File: src/rtl/mdr_result_bcd.sv
// Captures an mdr result/remainder and converts it to sign + BCD by serial double-dabble.
// Latency: o_done pulses DW+1 cycles after capture (1 cycle on the error path).
// Backpressure: none; i_valid is ignored while o_busy is high, upstream waits for o_done.
module mdr_result_bcd #(
    parameter int DW     = 16,
    parameter int DIGITS = 5
) (
    input  logic                  clk,
    input  logic                  rst,
    input  logic                  i_valid,
    input  logic [DW-1:0]         i_result,
    input  logic [DW-1:0]         i_reminder,
    input  logic                  i_error,
    input  logic                  i_show_rem,
    output logic                  o_busy,
    output logic                  o_done,
    output logic                  o_sign,
    output logic [4*DIGITS-1:0]   o_bcd,
    output logic                  o_err
);

    localparam int BW = 4 * DIGITS;
    localparam int CW = $clog2(DW + 1);

    typedef enum logic [1:0] {
        S_IDLE  = 2'd0,
        S_SHIFT = 2'd1,
        S_DONE  = 2'd2,
        S_ERR   = 2'd3
    } state_t;

    state_t          r_state;
    state_t          w_next;
    logic [DW-1:0]   r_mag;
    logic [BW-1:0]   r_acc;
    logic [CW-1:0]   r_cnt;
    logic            r_psign;
    logic            r_done;
    logic            r_sign;
    logic            r_err;
    logic [BW-1:0]   r_bcd;

    logic            w_accept;
    logic [DW-1:0]   w_abs;
    logic [BW-1:0]   w_adj;

    // The o_done cycle still counts as busy, so a request arriving with o_done is dropped.
    assign w_accept = (r_state == S_IDLE) && i_valid && !r_done;
    assign w_abs    = i_result[DW-1] ? (~i_result + 1'b1) : i_result;

    assign o_busy = (r_state != S_IDLE) || r_done;
    assign o_done = r_done;
    assign o_sign = r_sign;
    assign o_bcd  = r_bcd;
    assign o_err  = r_err;

    // Double-dabble correction: every digit of 5 or more gets +3 before the shift.
    always_comb begin
        w_adj = r_acc;
        for (int d = 0; d < DIGITS; d++) begin
            if (r_acc[4*d +: 4] >= 4'd5)
                w_adj[4*d +: 4] = r_acc[4*d +: 4] + 4'd3;
        end
    end

    // Next-state decode.
    always_comb begin
        w_next = r_state;
        case (r_state)
            S_IDLE:  if (w_accept) w_next = i_error ? S_ERR : S_SHIFT;
            S_SHIFT: if (r_cnt == CW'(1)) w_next = S_DONE;
            S_DONE:  w_next = S_IDLE;
            S_ERR:   w_next = S_IDLE;
            default: w_next = S_IDLE;
        endcase
    end

    // State register.
    always_ff @(posedge clk) begin
        if (!rst) r_state <= S_IDLE;
        else      r_state <= w_next;
    end

    // Conversion datapath and display registers; display only updates in DONE/ERR.
    always_ff @(posedge clk) begin
        if (!rst) begin
            r_mag   <= '0;
            r_acc   <= '0;
            r_cnt   <= '0;
            r_psign <= 1'b0;
            r_done  <= 1'b0;
            r_sign  <= 1'b0;
            r_err   <= 1'b0;
            r_bcd   <= '0;
        end else begin
            r_done <= 1'b0;
            case (r_state)
                S_IDLE: begin
                    if (w_accept && !i_error) begin
                        r_mag   <= i_show_rem ? i_reminder : w_abs;
                        r_psign <= i_result[DW-1] & ~i_show_rem;
                        r_acc   <= '0;
                        r_cnt   <= CW'(DW);
                    end
                end
                S_SHIFT: begin
                    r_acc <= {w_adj[BW-2:0], r_mag[DW-1]};
                    r_mag <= {r_mag[DW-2:0], 1'b0};
                    r_cnt <= r_cnt - CW'(1);
                end
                S_DONE: begin
                    r_bcd  <= r_acc;
                    r_sign <= r_psign;
                    r_err  <= 1'b0;
                    r_done <= 1'b1;
                end
                S_ERR: begin
                    r_bcd  <= {DIGITS{4'hF}};
                    r_sign <= 1'b0;
                    r_err  <= 1'b1;
                    r_done <= 1'b1;
                end
                default: ;
            endcase
        end
    end

endmodule

File: config.mk
export PLATFORM = sky130hd
export DESIGN_NAME = mdr_result_bcd
export DESIGN_NICKNAME = d
export VERILOG_FILES = /design/src/rtl/mdr_result_bcd.sv
export SDC_FILE = /design/constraint.sdc
export NUM_CORES = 1
export LEC_CHECK = 0
export ABC_AREA = 1
export CAP_MARGIN = 5
export CORE_MARGIN = 4
export CORE_UTILIZATION = 30
export DETAILED_ROUTE_END_ITERATION = 10
export PLACE_DENSITY_LB_ADDON = 0.2
export SETUP_SLACK_MARGIN = 0.5
export SYNTH_ARGS = -nofsm -noshare
export SYNTH_HDL_FRONTEND = slang
export SYNTH_SLANG_ARGS = --single-unit
File: constraint.sdc
create_clock -name clk -period 1.5 [get_ports clk]
set_input_delay 0.15 -clock clk [delete_from_list [all_inputs] [get_ports clk]]
set_output_delay 0.15 -clock clk [all_outputs]
set_load 0.03 [all_outputs]
== After elaboration in Yosys (flattened, before gate mapping) ==
Index checks and enable logic that the tools add are counted.
W data, S select, Z words.

* Flip-flop bits (word level): 67
* Bits of input ports: 37
* Output and inout port bits: 24

* Add/sub/neg operators: 7
* $lt $le $gt $ge: 5
* Equal/unequal tests: 7
* Mux-type cells: 21
* Bitwise operators: 3
* Reduce and logical (&&, ||, !) cells: 14

{| class="wikitable"
|+ Operators by type and width
! cell !! number
|-
| $pmux W20 S2 || 2
|-
| $mux W16 || 3
|-
| $pmux W16 S2 || 1
|-
| $ge A4 B3 Y1 const B || 5
|-
| $mux W20 || 1
|-
| $add A16 B1 Y16 const B || 1
|-
| $add A4 B2 Y4 const B || 4
|-
| $mux W4 || 4
|-
| $not A16 Y16 || 1
|-
| $pmux W5 S2 || 1
|-
| $mux W2 || 3
|-
| $pmux W2 S3 || 1
|-
| $reduce_and A2 Y1 || 3
|-
| $reduce_bool A2 Y1 || 3
|-
| $eq A5 B1 Y1 const B || 1
|-
| $mux W5 || 1
|-
| $sub A5 B1 Y5 const B || 1
|-
| $eq A2 B2 Y1 const B || 2
|-
| $ne A2 B2 Y1 const B || 2
|-
| $pmux W1 S2 || 2
|-
| $add A3 B2 Y3 const B || 1
|-
| $logic_and A1 B1 Y1 || 3
|-
| $mux W3 || 1
|-
| $eq A2 B1 Y1 const B || 1
|-
| other kinds (8) || 9
|}

== Logic depth before layout (Yosys ltp) ==
* Word-level depth: 6
* Gate-level depth with buffers: 11

== Worst setup path before layout ==
Ideal clock, no wire load.

* Path type: reg2reg
* Start point: register r_acc[4]
* End point: register r_acc[8]
* Library setup time: 0.065 ns
* Arrival: 1.375 ns
* Data required time: 1.435 ns
* Path slack: 0.060 ns
* Cell stages (with the launch flop): 9
* Buffers on the path: 0
* Clock period less this slack: 1.440 ns
* Cells stage by stage: dfxtp_1 > inv_1 > ha_1 > or2_2 > nand3_1 > inv_1 > nor3_1 > a21oi_1 > nor2_1

* Word-level cells in the longest chain between the ends: 3
* Elaborated cells on any way between the ends: 4
* Classes of those cells: add/sub (1); order compare (1); mux (2)

{| class="wikitable"
|+ Ends and longest elaborated chain
! element !! line !! text
|-
| start: declaration || 35 || <nowiki>logic [BW-1:0] r_acc;</nowiki>
|-
| start signal: assignment || 107 || <nowiki>r_acc <= {w_adj[BW-2:0], r_mag[DW-1]};</nowiki>
|-
| $add A4 B2 Y4 or $ge A4 B3 Y1 (tied branches) || 62, 61 ||
|-
| $mux W4 (*) || 61 || <nowiki>if (r_acc[4*d +: 4] >= 4'd5)</nowiki>
|-
| $pmux W20 S2 (*) || 97 || <nowiki>case (r_state)</nowiki>
|}

Mark *: on every way between the ends. The rest lies on a longest branch, timed or not.
A chain may end at the register's enable or synchronous reset.

== Final worst setup path ==
* Start point: register r_state[0]
* End point: output port o_busy

* Word-level cells in the longest chain between the ends: 2

{| class="wikitable"
|+ Ends and longest elaborated chain
! element !! line !! text
|-
| start: declaration || 32 || <nowiki>state_t r_state;</nowiki>
|-
| start signal: assignment || 81 || <nowiki>else r_state <= w_next;</nowiki>
|-
| $reduce_bool A2 Y1 || 51 || <nowiki>assign o_busy = (r_state != S_IDLE) || r_done;</nowiki>
|-
| $logic_or A1 B1 Y1 || 51 ||
|-
| end: declaration || 15 || <nowiki>output logic o_busy,</nowiki>
|}

No other way between the ends.

==> run summary <==
status: completed
worst min path class: primary input to flip-flop
Final Hold Fails: 0
Chip Height: 118.3 µm
Gate Count Post-Synth: 547
drt drc: 0
max-cap violations: 0
Die Wd: 118.3 µm
Row Count: 40
Starting Density: 0.3049
Avg WL per Cell: 12.75 µm
HPWL Detailed: 7.199 mm
CP Capture Type: output pin
r2r startpoint: r_state[0]
die area: 13990 µm²
I/O Buffers: 60
hold buffers post-CTS: 0
Pwr Total: 0.005939 W
CP startpoint: r_state[0]
hold_sp: i_error
P_leak: 2.445 nW
fin worst setup slack: 0.1280 ns
pre-CTS setup slack: -0.1926 ns
Yosys cell types: 29
Clock Path Buffers: 2
clock sink count: 67
synth top area cells: dfxtp_1, nand2_1, o21ai_0
most frequent cells in the layout: nand2_1, buf_4, nor2_1, inv_1, dfxtp_1
Ports: 61
DR iter-0 viols: 202
synthesized area per cell: 6.668 µm²
Worst-Margin Slew: 0.2804 ns
total grt overflow: 0
clock skew: 0.005355 ns
CTS H-tree lvls: 3
largest net degree at the start of global routing: 27
Reg2Reg Setup Slack: 0.15 ns
pwr dens: 1030 nW/µm²
Startpoint Class: flip-flop
Crit Path Class: flip-flop to output pin
initial antenna violation count: 0
gr usage total: 0.1482
routed vias: 3896
Ys Warns: 0
leading area contributor after synthesis: dfxtp_1
peak supply drop: 0.6184 mV
first-pass GRT wire length: 17.42 mm
fraction of layout cells with a size suffix above 1: 0.3432
clk_lat worst skew: 0.32 ns
Post-Route WL: 10.49 mm
fmax: 0.7289 GHz
Final TNS setup: 0 ns
Area Overhead vs Synth: 58.11%
Mapped Area: 3647 µm²
Synthesized Nets: 597
Core Region: 11960 µm²
CTS tree: built
Tmin final: 1.372 ns
RSZ-0062 raised after global routing: yes
via-per-instance ratio: 4.734
Synth Register Bits: 67
Final ANT Viol Nets: 0
Yosys top cell area share: 0.3678
utilization after layout: 0.4821
vias in the first global route: 3788
clock slew at reported path FFs: 0.06 ns
n_diodes: 0
worst path arrival time: 1.22 ns
clock root buffer: clkbuf_16
Max Slew Vio Count: 0
Placer Congestion: 0.8401
worst relative slew slack: 0.8125
# nets final: 721
Crit Path Max Fanout: 3
fin crit share: 0.9147
CTS buffer count: 9
commonest non-fill, non-tap cell in the layout: nand2_1
Req. time, crit path: 1.35 ns
drt first pass iters: 4
final setup fails: 0
Seq/Total Area, Yosys: 0.3678
==> stage by stage <==
stage                     hold slack (ns)  instance area, µm²  instances
after floorplan                    0.3018                3699        547
after global placement             0.4531                4788        783
after detailed placement           0.4609                4788        783
after CTS                          0.4366                5338        813
after global routing               0.4792                5767        823
final                              0.4539                5767        823
==> per-layer routing <==
metal  track usage  share of wire  up-vias
met1        0.1988           0.47     1775
met4       0.04908          0.013        0
met2        0.2308           0.47       79
met3       0.03923          0.047       12
met5             0              0        -
li1              -              -     2030
==> cells by family after synthesis <==
kind of cell               count (synthesis)  share of synthesized area
DFF                                       67                     0.3678
AOI/OAI and AO/OA                        125                     0.1815
xor gates and xnor gates                   7                    0.01681
adders and majority gates                 13                    0.04460
buffers and inverters                    103                     0.1177
and+or+nand+nor                          232                     0.2717
==> registers in the layout (all words and copies together) (netlist names) <==
register / count
o_bcd: 20
r_psign: 1
r_state: 2
r_acc: 20
o_err: 1
o_sign: 1
r_mag: 16
r_cnt: 5
o_done: 1
==> synth_stat cells, drive strengths merged <==
| cell | count |
|---|---|
| nand3b | 1 |
| clkbuf | 14 |
| clkinv | 1 |
| buf | 9 |
| xnor2 | 1 |
| o31ai | 1 |
| nor2 | 73 |
| or2 | 2 |
| nand4 | 3 |
| dfxtp | 67 |
| inv | 79 |
| a31oi | 5 |
| o211ai | 6 |
| xor2 | 6 |
| nand3 | 43 |
| ha | 13 |
| nand2 | 103 |
| a21oi | 43 |
| o21ai | 60 |
| nor3 | 7 |
| o22ai | 10 |
==> critical path: stages (launching register included) <==
cell and delay (ns):
dfxtp_2 0.34, inv_6 0.07, nand2_4 0.05, buf_4 0.13
buf_6 0.10, inv_2 0.04, nand2_2 0.05, buf_6 0.13
==> worst paths after layout <==
kind / end / cells past startpoint
worst max-delay path: o_busy / 7
worst min-delay path: r_state[1] / 3
worst max register to register: r_mag[10] / 9
worst min register to register: r_acc[0] / 2
==> power by group <==
part | internal, W | switching (W)
registers | 0.00195 | 0.0000953
clock network | 0.00138 | 0.000794
logic | 0.000764 | 0.000957
==> area by class of cell <==
| cell class | instances | area (µm²) |
|---|---|---|
| flip-flops and latches | 67 | 1378 |
| multi-input cells | 377 | 2243 |
| well taps | 147 | 183.9 |
| fillers | 1189 | 6195 |
| inverters | 80 | 327.8 |
| repair buffers | 136 | 1321 |
| clock inverters | 5 | 60.06 |
| clock buffers | 11 | 252.7 |
==> what timing repair did <==
action,in CTS,in global routing
cloned,1,1
endpoints found under the setup margin,90,79
hold endpoints to repair,0,0
pin swaps,15,24
resized for setup,205,122
setup buffers,13,9
Power figures use the tool's default switching activity.
